<file path="config.mk">
export PLATFORM = sky130hd
export DESIGN_NAME = mgmt_rx_frame_reader
export DESIGN_NICKNAME = d
export VERILOG_FILES = /design/src/rtl/mgmt_rx_frame_reader.sv
export SDC_FILE = /design/constraint.sdc
export NUM_CORES = 1
export LEC_CHECK = 0
export ABC_AREA = 1
export CORE_AREA = 2 2 69 71
export CTS_CLUSTER_SIZE = 8
export DETAILED_ROUTE_END_ITERATION = 10
export DIE_AREA = 0 0 71 73
export HOLD_SLACK_MARGIN = 0.12
export PLACE_DENSITY = 0.84
export SLEW_MARGIN = 20
export SYNTH_ARGS = -nofsm -noshare
export SYNTH_HDL_FRONTEND = slang
export SYNTH_SLANG_ARGS = --single-unit
</file>
<file path="constraint.sdc">
create_clock -name sys_clk -period 3.7 [get_ports sys_clk]
set_input_delay 0.555 -clock sys_clk [delete_from_list [all_inputs] [get_ports sys_clk]]
set_output_delay 0.555 -clock sys_clk [all_outputs]
set_load 0.005 [all_outputs]
</file>
<file path="src/rtl/mgmt_rx_frame_reader.sv">
// mgmt_rx_frame_reader
// Pops one frame length from the header FIFO, then returns that frame's 32-bit words
// to the host one request at a time. If the host discards the frame, the words it has
// not read are popped and dropped.
// Optional build macro MGMT_RX_FRAME_READER_COUNTERS_EN adds the saturating
// frames_read / frames_discarded statistics outputs.
module mgmt_rx_frame_reader (
    input  logic        sys_clk,
    input  logic        rst,
    output logic        rxheader_rd_en,
    input  logic        rxheader_rd_empty,
    input  logic [10:0] rxheader_rd_data,
    output logic        rxfifo_rd_en,
    output logic        rxfifo_rd_pop_single,
    input  logic [31:0] rxfifo_rd_data,
    output logic        frame_ready,
    output logic [10:0] frame_len,
    input  logic        word_rd,
    output logic        word_valid,
    output logic [31:0] word_data,
    input  logic        frame_discard,
    output logic        frame_done
`ifdef MGMT_RX_FRAME_READER_COUNTERS_EN
    ,
    output logic [31:0] frames_read,
    output logic [31:0] frames_discarded
`endif
);

    typedef enum logic [2:0] {
        IDLE,
        HDR_WAIT,
        READY,
        FETCH,
        DRAIN
    } state_t;

    state_t      state;
    state_t      state_next;
    logic [8:0]  words_left;
    logic [8:0]  words_left_next;
    logic [10:0] frame_len_next;
    logic        frame_ready_next;
    logic        zero_done;
    logic        zero_done_next;
    logic        done_now;

    // State register; reset parks the reader in IDLE without touching the FIFOs
    always_ff @(posedge sys_clk or posedge rst) begin
        if (rst) begin
            state <= IDLE;
        end else begin
            state <= state_next;
        end
    end

    // Next-state logic and the FIFO/host strobes; the header pop is held off while rst is high
    always_comb begin
        state_next           = state;
        rxheader_rd_en       = 1'b0;
        rxfifo_rd_en         = 1'b0;
        rxfifo_rd_pop_single = 1'b0;
        word_valid           = 1'b0;
        word_data            = '0;
        done_now             = 1'b0;
        words_left_next      = words_left;
        frame_len_next       = frame_len;
        frame_ready_next     = frame_ready;
        zero_done_next       = 1'b0;

        case (state)
            IDLE: begin
                if (!rxheader_rd_empty && !rst) begin
                    rxheader_rd_en = 1'b1;
                    state_next     = HDR_WAIT;
                end
            end

            HDR_WAIT: begin
                frame_len_next  = rxheader_rd_data;
                words_left_next = 9'(({1'b0, rxheader_rd_data} + 12'd3) >> 2);
                if (rxheader_rd_data == 11'd0) begin
                    zero_done_next = 1'b1;
                    state_next     = IDLE;
                end else begin
                    frame_ready_next = 1'b1;
                    state_next       = READY;
                end
            end

            READY: begin
                if (frame_discard) begin
                    frame_ready_next = 1'b0;
                    state_next       = DRAIN;
                end else if (word_rd && (words_left != 9'd0)) begin
                    rxfifo_rd_en         = 1'b1;
                    rxfifo_rd_pop_single = 1'b1;
                    words_left_next      = words_left - 9'd1;
                    state_next           = FETCH;
                end
            end

            FETCH: begin
                word_valid = 1'b1;
                word_data  = rxfifo_rd_data;
                if (words_left == 9'd0) begin
                    done_now         = 1'b1;
                    frame_ready_next = 1'b0;
                    state_next       = IDLE;
                end else begin
                    state_next = READY;
                end
            end

            DRAIN: begin
                if (words_left != 9'd0) begin
                    rxfifo_rd_pop_single = 1'b1;
                    words_left_next      = words_left - 9'd1;
                end else begin
                    done_now   = 1'b1;
                    state_next = IDLE;
                end
            end

            default: begin
                state_next = IDLE;
            end
        endcase
    end

    // Frame bookkeeping: latched length, remaining word count, ready flag and zero-length done pulse
    always_ff @(posedge sys_clk or posedge rst) begin
        if (rst) begin
            frame_len   <= '0;
            words_left  <= '0;
            frame_ready <= 1'b0;
            zero_done   <= 1'b0;
        end else begin
            frame_len   <= frame_len_next;
            words_left  <= words_left_next;
            frame_ready <= frame_ready_next;
            zero_done   <= zero_done_next;
        end
    end

    // A zero-length header finishes one cycle later than the decision in HDR_WAIT
    assign frame_done = done_now | zero_done;

`ifdef MGMT_RX_FRAME_READER_COUNTERS_EN
    logic read_done;
    logic discard_done;

    assign read_done    = (state == FETCH) && (words_left == 9'd0);
    assign discard_done = ((state == DRAIN) && (words_left == 9'd0)) || zero_done;

    // Saturating statistics: frames fully read versus frames dropped or empty
    always_ff @(posedge sys_clk or posedge rst) begin
        if (rst) begin
            frames_read      <= '0;
            frames_discarded <= '0;
        end else begin
            if (read_done && (frames_read != 32'hFFFF_FFFF)) begin
                frames_read <= frames_read + 32'd1;
            end
            if (discard_done && (frames_discarded != 32'hFFFF_FFFF)) begin
                frames_discarded <= frames_discarded + 32'd1;
            end
        end
    end
`else
    // Statistics counters are not built in this configuration.
`endif

endmodule

</file>
==> flow_metrics.py, run 1 <==
metrics = {
    "cells_and_area": {
        "antenna_cells": 0,
        "stdcell_area_sq_um": 2872,
        "layout.nets": 444,
        "layout-drive-gt1-share_pct": 5.330,
        "fill_cells": 410,
        "layout_common_cells": "96 x clkdlybuf4s50_1, 93 x nand2_1, 58 x inv_1",
        "final_common_cell": "clkdlybuf4s50_1",
        "syn_to_final_growth_pct": 57.84,
    },
    "logic_synthesis": {
        "ys_ff_latch": 25,
        "yosysUniqueCellTypes": 27,
        "yosys.area_share.simple_pct": 43.12,
        "synth-xor-area-share_pct": 1.444,
        "synth_top_family_by_area": "simple AND/OR/NAND/NOR gates",
        "avgSynthCellArea_sq_um": 6.084,
        "yosysWarnings": 0,
        "netlist_area_sq_um": 1819,
        "synth_nets": 348,
        "synth_compound_area_share_pct": 5.915,
        "muxShareOfSynthArea_pct": 0,
        "syn_inst": 299,
        "ys_seq_area_share_pct": 34.39,
        "synth-adder-area-share_pct": 0.6878,
    },
    "global_routing": {
        "grt_first_pass_wirelength_mm": 8.507,
        "grt_start_max_net_pins": 33,
        "grt_pass1_vias": 1973,
        "grt_overflow": 0,
        "grtUsageTotal_pct": 20.43,
        "antenna_found_initial": 0,
    },
    "sta": {
        "worstMarginPinSlew_ns": 0.9480,
        "slew_viol_final": 0,
        "max-slew-margin-rel_pct": 36.73,
        "setup-violations-final": 0,
        "hold_ws_ns": 0.4938,
        "period_share_pct": 75.81,
        "final_hold_viol_count": 0,
        "period_needed_ns": 2.805,
        "rsz0062_at_grt": "no",
        "finalSetupTns_ns": 0,
        "skew_ns": 0.002430,
        "max_clock_freq_mhz": 356.5,
    },
    "floorplanning": {
        "core_sq_um": 4536,
        "num_rows": 25,
        "dieWidth_um": 71,
        "die_area_sq_um": 5183,
        "start_util_pct": 40.11,
        "die_h_um": 73,
        "boundaryPins": 97,
    },
    "drt": {
        "ant_nets": 0,
        "wl_per_cell_um": 11.25,
        "drc": 0,
        "via_per_inst": 4.701,
        "first_pass_iters": 4,
        "vias": 2106,
        "totalWireLength_mm": 5.040,
        "drtIter0Drc": 45,
    },
    "power": {
        "vdd_ir_drop_max_mv": 0.3493,
        "leakage_uw": 0.001495,
        "powerDensity_nw_per_um2": 607.1,
    },
    "critical_path": {
        "critPathKind": "flop to output pin",
        "crit_fanout": 32,
        "path_buf_inv": 3,
        "required_ns": 3.14,
        "slowest_stage": "clkdlybuf4s50_1",
        "crit_arrival_ns": 2.25,
        "end_kind": "output pin",
        "cp_cell_sequence": "inv_2 > nor3_2 > inv_1 > nor2_1 > clkdlybuf4s50_1",
        "crit_family": "buffers and inverters",
        "max_stage_delay_ns": 0.56,
        "start_kind": "flop",
    },
    "hold_path": {
        "hold_path_class": "flop to flop",
    },
    "cts": {
        "clockBufferDepth": 2,
        "cts_tree": "built",
        "cts_sinks": 25,
        "cts_root_buf": "clkbuf_8",
        "insertion_delay_ns": 0.27,
        "clk_pin_slew_worst_paths_ns": 0.09,
        "postCtsHoldBufs": 0,
        "postCtsResizedCells": 0,
        "cts.htree.levels": 1,
        "numCtsBuffers": 3,
        "post_cts_buffers": 0,
    },
    "run_status": {
        "outcome": "finished clean",
    },
    "place": {
        "place_area_sq_um": 2825,
        "dpl.hpwl_mm": 4.132,
        "port_buffers": 96,
        "place.gp.congestion": 0.9056,
    },
    "flow_run": {
        "drv_cap": 0,
    },
}
cell type report:
class / instances / area, sq um / share of cell area (%)
tap: 54 / 67.56 / 2.353
clock buffer: 3 / 41.29 / 1.438
timing repair buffer: 96 / 960.9 / 33.46
sequential: 25 / 625.6 / 21.79
clock inverter: 1 / 5.005 / 0.1743
inverter: 64 / 240.2 / 8.366
multi-input combinational: 205 / 930.9 / 32.42
report_power, final:
part           leakage, uW  switching, uW  internal (uW)  total, uW
Sequential        0.000313            106            405        511
Combinational      0.00116            579            489       1070
Clock            0.0000255           88.5           75.5        164
Total              0.00150            773            970       1740
per-layer routing:
| layer | vias to the layer above | GRT usage, % | wire length [um] |
|---|---|---|---|
| met5 | - | 0 | 0 |
| met2 | 94 | 37.59 | 2412 |
| met3 | 6 | 5.249 | 429 |
| met4 | 0 | 9.015 | 87 |
| li1 | 1088 | - | - |
| met1 | 918 | 22.11 | 2111 |
cell usage after synthesis:
master | instances | area share [%]
nand3_4 | 1 | 0.96
nand2_1 | 93 | 19
nand4_1 | 7 | 2.4
nor3_1 | 2 | 0.55
nand3b_1 | 1 | 0.41
xor2_1 | 1 | 0.48
inv_1 | 58 | 12
nand3_2 | 2 | 1.1
o21ai_0 | 13 | 3.6
nand2_2 | 3 | 1.0
o31ai_1 | 1 | 0.41
xnor2_1 | 2 | 0.96
o22ai_1 | 1 | 0.34
nor2_2 | 2 | 0.69
nor2_1 | 49 | 10
nor2_4 | 1 | 0.62
a21oi_1 | 1 | 0.27
o21bai_1 | 1 | 0.41
buf_2 | 3 | 0.83
dfrtp_1 | 25 | 34
inv_2 | 6 | 1.2
clkbuf_1 | 2 | 0.41
o211ai_1 | 1 | 0.41
ha_1 | 1 | 0.69
nand3_1 | 20 | 5.5
nor3_2 | 1 | 0.55
a21oi_2 | 1 | 0.48
state kept, by name (all words and copies together) (netlist names):
register	flops
zero_done	1
frame_len	11
frame_ready	1
state	3
words_left	9
stage by stage:
step                instances  util, %  worst slack, ns  total power (uW)
floorplan                 299        -            1.867              1147
detailed placement        444    62.29            1.157              1585
global route              448    63.31           0.6937              1920
global placement          444    62.29            1.236              1554
finish                    448    63.31           0.8951              1743
CTS                       448    63.31           0.8395              1756
worst min-delay path, delay by kind of cell, from the launching register on:
family           cells  cell delay (ns)
AND/OR/NAND/NOR      1             0.05
AO/OA/AOI/OAI        1             0.05
flip-flops           1             0.36
kinds of logic (layout without fill, tap and decap cells):
logic type | count (synthesis) | count (layout)
fa+ha+maj | 1 | 1
compound gates | 19 | 19
flops | 25 | 25
xor+xnor | 3 | 3
simple gates | 182 | 182
buf+inv | 69 | 164
worst paths after layout:
path	from	end	slack, ns	depth (start not counted)
max reg2reg	state[2]	words_left[0]	1.71	9
min	frame_len[9]	frame_len[9]	0.49	2
min in group asynchronous	rst	state[1]	0.85	2
min reg2reg	frame_len[9]	frame_len[9]	0.49	2
max	state[1]	word_data[8]	0.90	5
max in group asynchronous	rst	words_left[4]	2.27	2
(Power assumes the default switching activity.)
==> run 2, diff against run 1 <==
--- a/config.mk
+++ b/config.mk
@@ -6,12 +6,12 @@
 export NUM_CORES = 1
 export LEC_CHECK = 0
 export ABC_AREA = 1
-export CORE_AREA = 2 2 69 71
+export CORE_AREA = 2 2 75 77
 export CTS_CLUSTER_SIZE = 8
 export DETAILED_ROUTE_END_ITERATION = 10
-export DIE_AREA = 0 0 71 73
+export DIE_AREA = 0 0 77 79
 export HOLD_SLACK_MARGIN = 0.12
-export PLACE_DENSITY = 0.84
+export PLACE_DENSITY = 0.75
 export SLEW_MARGIN = 20
 export SYNTH_ARGS = -nofsm -noshare
 export SYNTH_HDL_FRONTEND = slang
==> constraint.sdc (replaced) <==
create_clock -name sys_clk -period 2.5 [get_ports sys_clk]
set_input_delay 0.375 -clock sys_clk [delete_from_list [all_inputs] [get_ports sys_clk]]
set_output_delay 0.375 -clock sys_clk [all_outputs]
set_load 0.005 [all_outputs]
==> run 2 against run 1 <==
Routed wire length rose by 7.9%. Non-clock buffer count rose by 9. Sequential power rose by 48%. Clock skew rose by 0.0030 ns. Highest routed layer unchanged. Count of clock-buffer cells in the layout did not move. Register-to-register slack got worse by 0.98 ns. Combinational power rose by 58%.
==> flow_metrics.py, run 2 (synthesized netlist as in run 1, its figures left out) <==
metrics = {
    "place": {
        "place.gp.congestion": 0.8355,
        "dpl.hpwl_mm": 4.222,
        "detailedPlace.worstSlack_ns": 0.2624,
        "port_buffers": 96,
    },
    "floorplanning": {
        "boundaryPins": 97,
        "core_sq_um": 5338,
        "start_util_pct": 34.08,
        "die_h_um": 79,
        "die_area_sq_um": 6083,
        "num_rows": 27,
        "dieWidth_um": 77,
    },
    "sta": {
        "slew_viol_final": 0,
        "setup-violations-final": 0,
        "max_clock_freq_mhz": 412.5,
        "skew_ns": 0.005411,
        "hold_ws_ns": 0.4922,
        "final_hold_viol_count": 0,
        "fin_ws_ns": 0.07590,
        "max-slew-margin-rel_pct": 74.34,
        "finalSetupTns_ns": 0,
        "worstMarginPinSlew_ns": 0.3820,
        "period_needed_ns": 2.424,
        "period_share_pct": 96.96,
    },
    "power": {
        "pwr-share-clk_pct": 9.4,
        "p_int_uw": 1503,
        "combPwrFrac_pct": 62.5,
        "power.total_uw": 2701,
        "swShare_pct": 44.36,
        "p_switching_uw": 1198,
        "vdd_ir_drop_max_mv": 0.6238,
        "leakage_uw": 0.001529,
        "powerDensity_nw_per_um2": 899.8,
        "seqPwrFrac_pct": 28.1,
    },
    "run_status": {
        "outcome": "finished clean",
    },
    "cells_and_area": {
        "syn_to_final_growth_pct": 64.99,
        "final_common_cell": "clkdlybuf4s50_1",
        "layout_common_cells": "96 x clkdlybuf4s50_1, 92 x nand2_1, 56 x inv_1",
        "antenna_cells": 0,
        "layout-drive-gt1-share_pct": 9.158,
        "utilization_pct": 56.24,
        "largest_reg_flops": 11,
        "top_regs": "frame_len (11), words_left (9), state (3)",
        "regMostFlops": "frame_len",
        "layout.nets": 454,
    },
    "global_routing": {
        "grt_overflow": 0,
        "antenna_found_initial": 0,
        "grtUsageTotal_pct": 17.58,
        "grt_first_pass_wirelength_mm": 8.901,
        "grt_start_max_net_pins": 33,
        "grt_pass1_vias": 1993,
    },
    "drt": {
        "totalWireLength_mm": 5.436,
        "ant_nets": 0,
        "first_pass_iters": 4,
        "wl_per_cell_um": 11.42,
        "drc": 0,
        "via_per_inst": 4.565,
        "vias": 2173,
        "drtIter0Drc": 59,
    },
    "cts": {
        "insertion_delay_ns": 0.28,
        "numCtsBuffers": 3,
        "cts_root_buf": "clkbuf_8",
        "cts.htree.levels": 1,
        "clockBufferDepth": 2,
        "cts_sinks": 25,
        "cts_tree": "built",
        "postCtsHoldBufs": 0,
        "clk_pin_slew_worst_paths_ns": 0.09,
    },
    "critical_path": {
        "r2r-end": "words_left[3]",
        "start_kind": "flop",
        "crit_arrival_ns": 2.05,
        "rr_worst_depth": 10,
        "required_ns": 2.12,
        "crit_fanout": 16,
        "r2r-start": "words_left[0]",
        "worst-r2r-setup-slack_ns": 0.73,
        "critPathCapture": "word_data[27]",
        "crit_start": "state[2]",
        "end_kind": "output pin",
        "critPathKind": "flop to output pin",
    },
    "flow_run": {
        "drv_cap": 0,
    },
    "hold_path": {
        "hold_path_class": "primary input to async pin",
    },
}
## run 2: changes by cell type in the layout (fill, tap and decap cells not counted), sizes merged
cell and delta:
buf +9, clkinv -1, inv -1, clkinvlp +3
## run 2: what timing repair did
action	in CTS	in global routing
endpoints found under the setup margin	5	35
pin swaps	1	2
cloned	0	1
buffers inserted	1	5
resized for setup	1	9
## run 2: how the worst min path moves through the flow
stage | startpoint | to | slack, ns | cells past startpoint
after floorplan | rst | frame_len[0] | 0.40 | 1
after global placement | frame_ready | frame_ready | 0.46 | 2
after detailed placement | frame_ready | frame_ready | 0.47 | 2
after CTS | frame_ready | frame_ready | 0.49 | 2
after global routing | frame_len[3] | frame_len[3] | 0.52 | 2
final | rst | state[2] | 0.49 | 3
## run 2: layout make-up
cell class,instances,area [sq um]
timing repair inverter,1,7.507
tap,72,90.09
inverter,64,244.0
fill,534,2336
sequential,25,628.1
timing repair buffer,105,1028
clock inverter,1,7.507
clock buffer,3,41.29
multi-input combinational,205,954.7
## run 2: layer usage
layer	vias up	routed length, um	GRT usage [%]
li1	1109	-	-
met2	83	2545	32.02
met4	0	61	4.286
met3	6	438	3.977
met1	975	2390	21.07
met5	-	0	0
## run 2: worst max-delay path: stages, from the launching register on
cell,delay [ns]
dfrtp_2,0.46
nor3_4,0.34
clkinvlp_4,0.13
buf_4,0.20
nor2_1,0.13
clkdlybuf4s50_1,0.52
## run 2: per-stage QoR
step	cell area, sq um	std cells
after detailed placement	2870	465
after global routing	3002	476
after global placement	2870	465
final	3002	476
after CTS	2929	470
after floorplan	1819	299
## run 2: power groups by stage
stage	logic, uW	registers, uW	clock network [uW]
after floorplan	964	733	0
after detailed placement	1610	753	0
after CTS	1620	751	261
after global routing	1920	784	270
final	1690	758	254
after global placement	1580	750	0
==> variant: new RTL, settings of run 1 <==
`words_left` no longer has a reset.
--- a/src/rtl/mgmt_rx_frame_reader.sv
+++ b/src/rtl/mgmt_rx_frame_reader.sv
@@ -132,15 +132,17 @@
     always_ff @(posedge sys_clk or posedge rst) begin
         if (rst) begin
             frame_len   <= '0;
-            words_left  <= '0;
             frame_ready <= 1'b0;
             zero_done   <= 1'b0;
         end else begin
             frame_len   <= frame_len_next;
-            words_left  <= words_left_next;
             frame_ready <= frame_ready_next;
             zero_done   <= zero_done_next;
         end
+    end
+
+    always_ff @(posedge sys_clk) begin
+        words_left <= words_left_next;
     end
 
     // A zero-length header finishes one cycle later than the decision in HDR_WAIT
Function: same outputs for any inputs over 10 cycles, from zero or initial values and one cycle with rst high; that may be too few to reach the edited logic, so the function may still have changed.
==> variant against run 1 <==
- design area is 1.6% lower
- routed wire length is 4.9% lower
- register-to-register slack worse by 0.11 ns
- synthesized area is 1.7% lower
- first-iteration DRC count is 11% higher
- power is 10% lower
- sequential cell count stayed put
- setup slack better by 0.15 ns
==> variant: results <==
{
  "outcome": "completed",
  "grt_usage_pct": 18.3,
  "hp-start": "frame_ready$_DFFE_PP0P_",
  "whs_endpoint": "frame_ready$_DFFE_PP0P_",
  "dp.cells": 417,
  "yosysUniqueCellTypes": 26,
  "seq_power_share_pct": 34.8,
  "hpwl_mm": 4.03,
  "post-place-ws_ns": 1.26,
  "num_vias": 1923,
  "p_clk_share_pct": 10.1,
  "wl_met3_um": 357,
  "drive_above_1_share_pct": 6.27,
  "ys_seq_area_share_pct": 37.5,
  "setup_violations": 0,
  "cp_max_fo": 6,
  "grt_max_degree": 34,
  "routed_wl_mm": 4.80,
  "internal_power_mw": 0.949,
  "r2r-end": "words_left[6]$_DFFE_PP_",
  "wl_per_cell_um": 11.4,
  "p_leak_nw": 1.39,
  "use_met1_pct": 21.6,
  "max_slew_margin_pct": 55.5,
  "synthCells": 272,
  "cpPeakStageDelay_ns": 0.53,
  "syn-num-nets": 321,
  "finClkSkew_ns": 0.00126,
  "ir_drop_v": 0.000330,
  "cp-startpoint": "words_left[0]$_DFFE_PP_",
  "gp_congestion": 0.872,
  "synth-edff-count": 9,
  "insertion_delay_ns": 0.26,
  "grt_pass1_wl_mm": 7.60,
  "wl_met2_mm": 2.30,
  "async_flop_share_pct": 64.0,
  "synthTopCellsByCount": "nand2_1, inv_1, nor2_1",
  "met2_usage_pct": 34.9,
  "use_met3_pct": 2.49,
  "hold_slack_ns": 0.481
}
-- variant: cell count changes in the layout (fill, tap and decap cells not counted), moves of 2 or more --
cell      before  now
edfxtp_1       0    9
o21ai_0       13    6
nand2_2        3    1
nand4_1        7    3
o21ai_2        0    6
nor2_4         1    4
dfrtp_1       25   16
a21oi_1        1    3
nand2_1       93   63
o21ai_1        0    9
inv_2          6    4
-- variant: logic make-up (layout without fill, tap and decap cells) --
group / count (synthesis) / after routing / share of synthesized area [%]
DFF: 25 / 25 / 37.5
buffers and inverters: 69 / 164 / 15.7
AOI/OAI and AO/OA: 26 / 26 / 8.74
adders and majority gates: 1 / 1 / 0.699
xor gates and xnor gates: 3 / 3 / 1.47
and+or+nand+nor: 148 / 148 / 35.9
-- variant: area by class of cell --
class                   instances  area [µm²]  area share (%)
flip-flops and latches         25         671            23.7
clock buffers                   4        45.0            1.59
repair buffers                 97         968            34.3
inverters                      63         236            8.37
well taps                      54        67.6            2.39
multi-input cells             178         837            29.6
